## config.mk

```make
export PLATFORM = sky130hd
export DESIGN_NAME = ttt_game_controller
export DESIGN_NICKNAME = d
export VERILOG_FILES = /design/src/rtl/ttt_game_controller.sv
export SDC_FILE = /design/constraint.sdc
export NUM_CORES = 1
export LEC_CHECK = 0
export CORE_ASPECT_RATIO = 0.7
export CORE_MARGIN = 5
export CORE_UTILIZATION = 53
export DETAILED_ROUTE_END_ITERATION = 16
export GPL_TIMING_DRIVEN = 1
export PLACE_DENSITY_LB_ADDON = 0.3
export SLEW_MARGIN = 20
export SYNTH_ARGS = -nofsm -noshare
export SYNTH_HDL_FRONTEND = slang
export SYNTH_SLANG_ARGS = --single-unit
```

## constraint.sdc

```tcl
create_clock -name clock -period 3.6 [get_ports clock]
set_input_delay 0.54 -clock clock [delete_from_list [all_inputs] [get_ports clock]]
set_output_delay 0.54 -clock clock [all_outputs]
set_load 0.05 [all_outputs]
```

## src/rtl/ttt_game_controller.sv

```systemverilog
// Tic-tac-toe turn sequencer: cursor movement, placement validation,
// per-cell select strobe and win/draw detection over a 3x3 board.
module ttt_game_controller (
  input  logic        clock,
  input  logic        reset,
  input  logic        up,
  input  logic        down,
  input  logic        left,
  input  logic        right,
  input  logic        place,
  input  logic        new_game,
  output logic [1:0]  row,
  output logic [1:0]  col,
  output logic        player,
  output logic [8:0]  select,
  output logic [17:0] board,
  output logic        illegal,
  output logic        game_over,
  output logic        winner,
  output logic        draw
);

  localparam int unsigned CELLS   = 9;
  localparam int unsigned BOARD_W = 2 * CELLS;

  typedef enum logic [1:0] {PLAY, CHECK, WIN, DRAW} state_t;

  state_t               state, state_d;
  logic [1:0]           row_d, col_d;
  logic                 player_d, illegal_d, game_over_d, winner_d, draw_d;
  logic [CELLS-1:0]     select_d;
  logic [BOARD_W-1:0]   board_d;
  logic [3:0]           cur_k;
  logic [1:0]           cur_cell;
  logic [1:0]           mark;
  logic                 line_done;
  logic                 board_full;

  // True when any of the 8 lines is filled entirely with mark m
  function automatic logic has_line(input logic [BOARD_W-1:0] b, input logic [1:0] m);
    logic [CELLS-1:0] o;
    for (int i = 0; i < CELLS; i++) o[i] = (b[2*i +: 2] == m);
    return (o[0] & o[1] & o[2]) | (o[3] & o[4] & o[5]) | (o[6] & o[7] & o[8]) |
           (o[0] & o[3] & o[6]) | (o[1] & o[4] & o[7]) | (o[2] & o[5] & o[8]) |
           (o[0] & o[4] & o[8]) | (o[2] & o[4] & o[6]);
  endfunction

  // Board decode: cursor cell contents, current mark, line and full detection
  always_comb begin
    cur_k      = {2'b00, row} * 4'd3 + {2'b00, col};
    mark       = player ? 2'b10 : 2'b01;
    cur_cell   = 2'b00;
    board_full = 1'b1;
    for (int i = 0; i < CELLS; i++) begin
      if (4'(i) == cur_k) cur_cell = board[2*i +: 2];
      if (board[2*i +: 2] == 2'b00) board_full = 1'b0;
    end
    line_done = has_line(board, mark);
  end

  // Next-state and next-output logic
  always_comb begin
    state_d     = state;
    row_d       = row;
    col_d       = col;
    player_d    = player;
    select_d    = '0;
    board_d     = board;
    illegal_d   = 1'b0;
    game_over_d = game_over;
    winner_d    = winner;
    draw_d      = draw;
    case (state)
      PLAY: begin
        if (new_game) begin
          state_d = PLAY; board_d = '0; row_d = 2'd0; col_d = 2'd0;
          player_d = 1'b0; winner_d = 1'b0; draw_d = 1'b0; game_over_d = 1'b0;
        end else if (place) begin
          if (cur_cell == 2'b00) begin
            for (int i = 0; i < CELLS; i++) begin
              if (4'(i) == cur_k) begin
                board_d[2*i +: 2] = mark;
                select_d[i]       = 1'b1;
              end
            end
            state_d = CHECK;
          end else begin
            illegal_d = 1'b1;
          end
        end else if (up) begin
          if (row != 2'd0) row_d = row - 2'd1;
        end else if (down) begin
          if (row != 2'd2) row_d = row + 2'd1;
        end else if (left) begin
          if (col != 2'd0) col_d = col - 2'd1;
        end else if (right) begin
          if (col != 2'd2) col_d = col + 2'd1;
        end
      end
      CHECK: begin
        if (line_done) begin
          state_d = WIN; game_over_d = 1'b1; winner_d = player;
        end else if (board_full) begin
          state_d = DRAW; game_over_d = 1'b1; draw_d = 1'b1;
        end else begin
          state_d = PLAY; player_d = ~player;
        end
      end
      WIN, DRAW: begin
        if (new_game) begin
          state_d = PLAY; board_d = '0; row_d = 2'd0; col_d = 2'd0;
          player_d = 1'b0; winner_d = 1'b0; draw_d = 1'b0; game_over_d = 1'b0;
        end
      end
      default: state_d = PLAY;
    endcase
  end

  // State and output registers
  always_ff @(posedge clock or negedge reset) begin
    if (!reset) begin
      state     <= PLAY;
      row       <= 2'd0;
      col       <= 2'd0;
      player    <= 1'b0;
      select    <= '0;
      board     <= '0;
      illegal   <= 1'b0;
      game_over <= 1'b0;
      winner    <= 1'b0;
      draw      <= 1'b0;
    end else begin
      state     <= state_d;
      row       <= row_d;
      col       <= col_d;
      player    <= player_d;
      select    <= select_d;
      board     <= board_d;
      illegal   <= illegal_d;
      game_over <= game_over_d;
      winner    <= winner_d;
      draw      <= draw_d;
    end
  end

endmodule

```

Word-level counts from Yosys, hierarchy flattened
Cells that the tools add are included.

word-level totals
  flip-flop bits (word level) = 38
  latch bits = 0
  RAM bits = 0
  bits in read-only memories = 0
  output and inout port bits = 36
  memories = 0

cells by class
  add/subtract/negate cells = 5
  multipliers = 1
  divide/modulo/power cells = 0
  order comparisons = 0
  equality and inequality tests = 49
  shifts and indexed selects = 0
  mux-type cells = 84
  bitwise logic cells = 24
  reduce and logical (&&, ||, !) cells = 33

operators with widths
  cell                                          count
  two-way mux 2 bit                             39
  two-way mux 18 bit                            4
  != test 3 bit, second input constant          15
  AND reduction 5 bit                           9
  two-way mux 9 bit                             4
  case mux 18 bit (2 select lines)              1
  two-way mux 1 bit                             29
  != test 4 bit, second input constant          6
  zero test 2 bit                               11
  == test 2 bit                                 9
  bitwise AND 1 bit                             16
  == test 3 x 4 -> 1 bit, first input constant  4
  != test 2 bit, second input constant          7
  AND reduction 3 bit                           3
  == test 2 x 4 -> 1 bit, first input constant  2
  case mux 1 bit (2 select lines)               4
  case mux 2 bit (2 select lines)               2
  AND reduction 8 bit                           1
  OR 1 bit                                      7
  case mux 2 bit (3 select lines)               1
  AND reduction 6 bit                           1
  nonzero test 2 bit                            3
  adder 2 x 1 -> 2 bit, second input constant   2
  adder 4 x 2 -> 4 bit                          1
  other kinds (12)                              15

Depth between registers and ports, before layout
Gate-level depths: netlist of run 1.

  word-level depth = 17
  depth in mapped cells = 13

Least setup slack after synthesis of run 1
No wires, ideal clock.

  kind = register to register
  from = register row[0]
  to = register board[6]
  setup time = 128 ps
  arrival time = 3,570 ps
  data required time = 3,472 ps
  setup slack = -98 ps
  cell stages (with the launch flop) = 14
  buffers on the path = 1
  path through = dfrtp_1 inv_1 fa_1 inv_1 ha_1 fa_1 or2_1 buf_4 a21oi_2 a2bb2oi_2 o211ai_2 nand3b_4 nand3_2 mux2_1

between the ends
  word-level cells in the longest chain between the ends = 15
  elaborated cells between the ends (all ways) = 24
  those cells by class = add/sub (1); mul (1); eq/ne (10); mux (9); reduce/logical (3)

RTL lines
  element                          RTL line  source
  start: declaration               12        output logic [1:0] row,
  start signal: assignment         134       row <= row_d;
  multiplier 2 x 2 -> 4 bit *      50        cur_k = {2'b00, row} * 4'd3 + {2'b00, col};
  adder 4 x 2 -> 4 bit *           50
  zero test 4 bit                  55        if (4'(i) == cur_k) cur_cell = board[2*i +: 2];
  two-way mux 2 bit (9 in series)  55
  zero test 2 bit                  79        if (cur_cell == 2'b00) begin
  != test 3 bit (no line)          --
  AND reduction 5 bit (no line) *  --
  end signal: assignment           138       board <= board_d;
  end: declaration                 16        output logic [17:0] board,

Mark *: on every way between the ends. The rest lies on a longest branch, timed or not.
A chain may end at the register's enable or synchronous reset.

Final worst setup path of run 1
  from = register row[0]
  to = register board[5]

Same word-level chain as after synthesis.

==> impl_metrics.csv, run 1 <==
group,metric,value,unit
outcome,outcome,"finished clean",
detailed_routing,first_iter_violations,124,
grt,antenna_found_initial,0,
detailed_routing,viasPerCell,5.85,
grt,grt_remaining_overflow,0,
finish,drive_gt1_share,16.5,%
logic_synthesis,synth_area,0.00241,sq mm
job,maxCapViolations,0,
floorplanning,core-area,0.00438,sq mm
timing,setup_viol,0,
cts,cts_max_level,2,
finish,regArea,953,sq um
grt,track_usage,21.2,%
timing,setup_tns,0,ns
timing,fmax,289,MHz
logic_synthesis,synth_compound_area_share,14.9,%
timing,hold_viol,0,
detailed_routing,ant_nets,0,
setup_path,start_kind,"register",
logic_synthesis,async_flop_share,100,%
detailed_routing,drcViolationCount,0,
logic_synthesis,synth-seq-area-share,39.4,%
setup_path,path_cells,"inv_1, fa_1, inv_1, ha_1, fa_2, and2b_4, nand3_2, o22ai_4, nor3b_2, o21a_4, nand3_2, mux2_1",
logic_synthesis,synth-xor-area-share,1.45,%
cts,cts.sinks,38,
cts,cts_tree,"yes",
timing,rsz0062_at_grt,"false",
cts,clk_transition_reported_paths,0.07,ns
logic_synthesis,ys_ff_latch,38,
grt,grt_max_degree,39,
floorplanning,start_util,55.1,%
timing,slew_headroom,37.1,%
logic_synthesis,syn-num-nets,256,
place,post-dp-hpwl,4.32,mm
finish,areaGrowthSynthToFinish,22.9,%
setup_path,cp_data_required_time,3.77,ns
setup_path,reg2reg_from,"row[0]",
setup_path,crit_slowest_cell,"fa_2",
timing,fin_crit_sh,96.0,%
setup_path,critPathKind,"reg -> reg",
grt,grt_pass1_wl,10.1,mm
cts,cts_buffers,5,
logic_synthesis,yosysUniqueCellTypes,54,
setup_path,endpoint_kind,"register",
logic_synthesis,synth_cells,242,
logic_synthesis,netlist_top_cells_area,"dfrtp_1 (39%), mux2_1 (8.4%), nand2b_1 (3.4%), nand3_2 (3.3%), nand2_1 (3.1%)",
logic_synthesis,yosysWarningCount,0,
setup_path,crit_arrival,3.63,ns
logic_synthesis,synthSimpleGateAreaFrac,26.8,%
logic_synthesis,synth_edf_count,0,
timing,worstMarginPinSlew,0.936,ns
finish,final_common_cell,"clkdlybuf4s50_1",
floorplanning,row_count,20,
setup_path,cp-startpoint,"row[0]",
logic_synthesis,yosys_most_used_dff,"dfrtp_1",
finish,multiInputGateArea,0.00138,sq mm
setup_path,path_max_fanout,9,
detailed_routing,wl_per_cell,17.6,microns
cts,cts_setup_buffers,0,
detailed_routing,dr.pass1.iters,4,
detailed_routing,via_count,1982,
cts,worst_skew_pair.late_latency,0.29,ns
finish,antenna_cells,0,
logic_synthesis,synth.area.mux_share,9.64,%
logic_synthesis,synth_area_leader_cell,"dfrtp_1",
floorplanning,ios,44,
min_path,hold_class,"in -> async",
logic_synthesis,yosysTopAreaCellShare,39.4,%
logic_synthesis,synth_top_family_by_area,"simple AND/OR/NAND/NOR gates",
setup_path,worst_path_largest_cell_delay,0.60,ns
timing,skew,0.00407,ns
cts,root_buffer,"clkbuf_8",
logic_synthesis,synth.avg_cell_area,9.98,sq um
finish,fillers,338,
finish,nets,298,
grt,grt_pass1_vias,1935,
floorplanning,dieWidth,90.7,microns
timing,slew_violations,0,
floorplanning,die_h,66.5,microns
cts,cts.path.max_buffers,2,
timing,fin_crit,3.46,ns
detailed_routing,routed_wl,5.97,mm
place,portBuffers,43,
finish,final_cell_mix,"clkdlybuf4s50_1 (42), dfrtp_1 (36), nand2_1 (20)",
floorplanning,dieArea,0.00603,sq mm
place,routabilityCongestion,0.897,
logic_synthesis,synth_adder_area_share,3.73,%
==> Yosys cell counts (2+ instances only) <==
| cell | instances |
|---|---|
| a21oi_1 | 7 |
| a21oi_2 | 2 |
| nor3_2 | 5 |
| nor2_1 | 18 |
| dfrtp_1 | 38 |
| o21ai_0 | 9 |
| ha_1 | 4 |
| nand2_2 | 2 |
| buf_4 | 2 |
| nor2b_1 | 3 |
| o21ai_1 | 6 |
| inv_1 | 10 |
| nand2_1 | 20 |
| clkbuf_1 | 4 |
| xnor2_1 | 4 |
| nand3b_1 | 5 |
| nand2b_1 | 13 |
| or3b_1 | 2 |
| nand3_2 | 8 |
| fa_1 | 2 |
| nor4_1 | 4 |
| nor3b_1 | 2 |
| mux2_1 | 18 |
| or2_2 | 2 |
| mux2i_1 | 3 |
| o32ai_1 | 7 |
| nor3_1 | 5 |
| o22ai_1 | 8 |
| buf_2 | 4 |
==> stage by stage <==
step	instances	hold WS (ns)	util (%)	setup WS, ns	cell area (sq um)
after floorplan	242	0.244	-	0.0729	2420
after global placement	332	0.478	65.6	0.136	2870
after detailed placement	332	0.482	65.6	0.0596	2870
after CTS	339	0.382	67.4	0.0423	2950
after global routing	339	0.428	67.8	0.00129	2970
final	339	0.357	67.8	0.142	2970
==> logic make-up after synthesis <==
group / after synthesis
xor gates and xnor gates: 4
buffers and inverters: 21
adders and majority gates: 6
AOI/OAI and AO/OA: 51
muxes: 21
and+or+nand+nor: 101
DFF: 38
==> worst max-delay path: cells and delay by family (launching register included) <==
kind                     cells  cell delay, ns
buffers and inverters        2            0.16
AND/OR/NAND/NOR              4            0.53
AO/OA/AOI/OAI                2            0.53
multiplexers                 1            0.33
adder cells (fa/ha/maj)      3            1.35
flip-flops                   1            0.43
==> layout make-up <==
type | count | share of cell area, %
sequential | 38 | 32.1
tap | 55 | 2.32
inverter | 10 | 1.26
multi-input combinational | 183 | 46.5
clock inverter | 2 | 0.337
timing repair buffer | 46 | 15.1
clock buffer | 5 | 2.32
==> registers in the layout, summed over array words and instances, names as in the netlist <==
signal / flops
select: 9
state: 2
draw: 1
player: 1
game_over: 1
board: 18
col: 2
row: 2
winner: 1
illegal: 1
==> routing by layer <==
layer / up-vias / part of all wire, % / track usage (%)
li1: 948 / - / -
met1: 960 / 50 / 31.4
met2: 68 / 43 / 30.8
met3: 6 / 6.6 / 4.63
met4: 0 / 1.0 / 6.32
met5: - / 0 / 0
==> repair_timing <==
action / in CTS / in global routing
endpoints found under the setup margin: 0 / 18
hold buffers: 0 / 0
resized for setup: 0 / 3
==> final timing paths <==
kind / cells after the start / slack, ns / to
max: 12 / 0.14 / board[5]
min: 1 / 0.36 / select[1]
max reg2reg: 12 / 0.14 / board[5]
min reg2reg: 2 / 0.49 / game_over
max in group asynchronous: 1 / 2.66 / row[0]
min in group clock: 2 / 0.49 / game_over
Power of run 1 is not shown: default switching activity piles up to over one toggle a cycle in this logic, so the estimate is an artifact.
==> inputs of run 2 (changes only) <==
--- a/config.mk
+++ b/config.mk
@@ -5,9 +5,10 @@
 export SDC_FILE = /design/constraint.sdc
 export NUM_CORES = 1
 export LEC_CHECK = 0
-export CORE_ASPECT_RATIO = 0.7
+export CORE_ASPECT_RATIO = 1.75
 export CORE_MARGIN = 5
 export CORE_UTILIZATION = 53
+export CTS_CLUSTER_SIZE = 24
 export DETAILED_ROUTE_END_ITERATION = 16
 export GPL_TIMING_DRIVEN = 1
 export PLACE_DENSITY_LB_ADDON = 0.3
==> run 2 against run 1 <==
Global-route usage grew 0.28 points; first-iteration DRC count is 20% lower; cell count fell by 0.88%; register-to-register slack barely moved; cell area barely moved; clock skew up 0.0024 ns; non-clock buffer count is the same; utilization fell by 0.36 points; flip-flop and latch count unchanged; worst setup slack improved by 0.0089 ns; sequential share of layout area about the same; highest routed layer unchanged.
==> impl_metrics.csv, run 2 (synthesis results as in run 1) <==
group,metric,value,unit
detailed_routing,via_count,2019,
outcome,outcome,"finished clean",
grt,top_usage_layer,"met2",
cts,cts.sinks,38,
setup_path,cp_data_required_time,3.77,ns
timing,setup_viol,0,
setup_path,crit_slowest_cell,"fa_2",
setup_path,start_kind,"register",
grt,grt_pass1_wl,9.92,mm
detailed_routing,wl_per_cell,18.0,microns
finish,top_regs,"board x18, select x9",
cts,cts.path.max_buffers,2,
cts,cts_max_level,2,
cts,cts_setup_buffers,0,
detailed_routing,drcViolationCount,0,
finish,areaGrowthSynthToFinish,23.0,%
finish,largest_reg_flops,18,
timing,slew_violations,0,
job,maxCapViolations,0,
finish,nets,298,
cts,root_buffer,"clkbuf_8",
floorplanning,ios,44,
cts,cts_resized,0,
finish,final_common_cell,"clkdlybuf4s50_1",
setup_path,reg2reg_from,"row[0]",
place,dp.cells,328,
grt,track_usage,21.5,%
finish,top_register,"board",
grt,grt_pass1_vias,2070,
timing,setup_tns,0,ns
cts,clk_transition_reported_paths,0.08,ns
cts,cts_tree,"yes",
detailed_routing,viasPerCell,6.01,
setup_path,worst_path_largest_cell_delay,0.61,ns
finish,fillers,357,
floorplanning,die_h,99.3,microns
min_path,hold_class,"in -> async",
timing,fin_crit,3.45,ns
floorplanning,core-area,0.00440,sq mm
floorplanning,dieArea,0.00606,sq mm
finish,antenna_cells,0,
grt,grtUsageMet1,25.4,%
cts,worst_skew_pair.late_latency,0.29,ns
place,post-dp-hpwl,4.42,mm
timing,whs,0.348,ns
detailed_routing,dr.pass1.iters,4,
timing,slew_headroom,33.1,%
finish,drive_gt1_share,16.5,%
place,place_ws,0.121,ns
setup_path,crit_arrival,3.62,ns
timing,skew,0.00647,ns
detailed_routing,first_iter_violations,99,
setup_path,reg2reg_depth,12,
finish,final_cell_mix,"clkdlybuf4s50_1 (42), dfrtp_1 (36), nand2_1 (20)",
floorplanning,start_util,54.8,%
grt,met3_usage,3.51,%
grt,grtUsageMet2,37.0,%
setup_path,critPathKind,"reg -> reg",
place,routabilityCongestion,0.888,
setup_path,endpoint_kind,"register",
setup_path,path_cells,"inv_1, fa_1, inv_1, ha_1, fa_2, and2b_4, nand3_2, o22ai_4, nor3b_2, o21a_2, nand3_2, mux2_1",
grt,grt_max_degree,39,
detailed_routing,ant_nets,0,
floorplanning,dieWidth,61.0,microns
cts,cts_buffers,5,
timing,worstMarginPinSlew,0.995,ns
timing,hold_viol,0,
detailed_routing,routed_wl,6.04,mm
floorplanning,row_count,32,
timing,fin_crit_sh,95.8,%
setup_path,worst-r2r-setup-slack,0.15,ns
setup_path,reg2reg_to,"board[12]",
place,portBuffers,43,
finish,finalNonFillerCells,336,
timing,fmax,290,MHz
grt,grt_remaining_overflow,0,
cts,hold_buffers,0,
grt,antenna_found_initial,0,
setup_path,path_max_fanout,9,
timing,setup_slack,0.151,ns
==> run 2: worst max-delay path, delay by kind of cell (launching register included) <==
kind	cells	cell delay [ns]
AO/OA/AOI/OAI	2	0.54
adder cells (fa/ha/maj)	3	1.35
buffers and inverters	2	0.16
flip-flops	1	0.42
multiplexers	1	0.33
AND/OR/NAND/NOR	4	0.52
==> run 2: layer usage <==
layer / share of wire [%] / vias up
li1: - / 955
met1: 39 / 994
met2: 55 / 57
met3: 3.2 / 13
met4: 2.1 / 0
met5: 0 / -
==> run 2: how the worst max path moves through the flow <==
| stage | cells past startpoint | slack (ns) | startpoint | to |
|---|---|---|---|---|
| 2_1_floorplan | 13 | 0.07 | col[1] | board[6] |
| 3_3_place_gp | 12 | 0.23 | row[0] | board[0] |
| 3_5_place_dp | 12 | 0.12 | row[0] | board[12] |
| 4_1_cts | 12 | 0.11 | row[0] | board[12] |
| 5_1_grt | 12 | -0.003 | row[0] | board[4] |
| 6_report | 12 | 0.15 | row[0] | board[12] |
==> run 2: per-stage QoR <==
step | util [%] | area [sq um]
6_report | 67.4 | 2970
5_1_grt | 67.4 | 2970
4_1_cts | 67.2 | 2960
3_5_place_dp | 65.1 | 2870
3_3_place_gp | 65.1 | 2870
2_1_floorplan | - | 2420
==> run 2: final cells by class <==
type | instances | area (sq um) | share of cell area (%)
clock buffer | 7 | 86.3 | 2.91
clock inverter | 1 | 5.00 | 0.169
inverter | 10 | 37.5 | 1.26
multi-input combinational | 183 | 1380 | 46.3
sequential | 38 | 953 | 32.1
tap | 51 | 63.8 | 2.15
timing repair buffer | 46 | 448 | 15.1
Power of run 2 is left out for the same reason.
==> inputs of run 3 (changes only) <==
--- a/config.mk
+++ b/config.mk
@@ -12,6 +12,7 @@
 export DETAILED_ROUTE_END_ITERATION = 16
 export GPL_TIMING_DRIVEN = 1
 export PLACE_DENSITY_LB_ADDON = 0.3
+export SKIP_LAST_GASP = 1
 export SLEW_MARGIN = 20
 export SYNTH_ARGS = -nofsm -noshare
 export SYNTH_HDL_FRONTEND = slang
==> results of run 3 <==
No change in the layout: final DEF, timing and power equal those of run 2.
Power of run 3 is left out for the same reason.
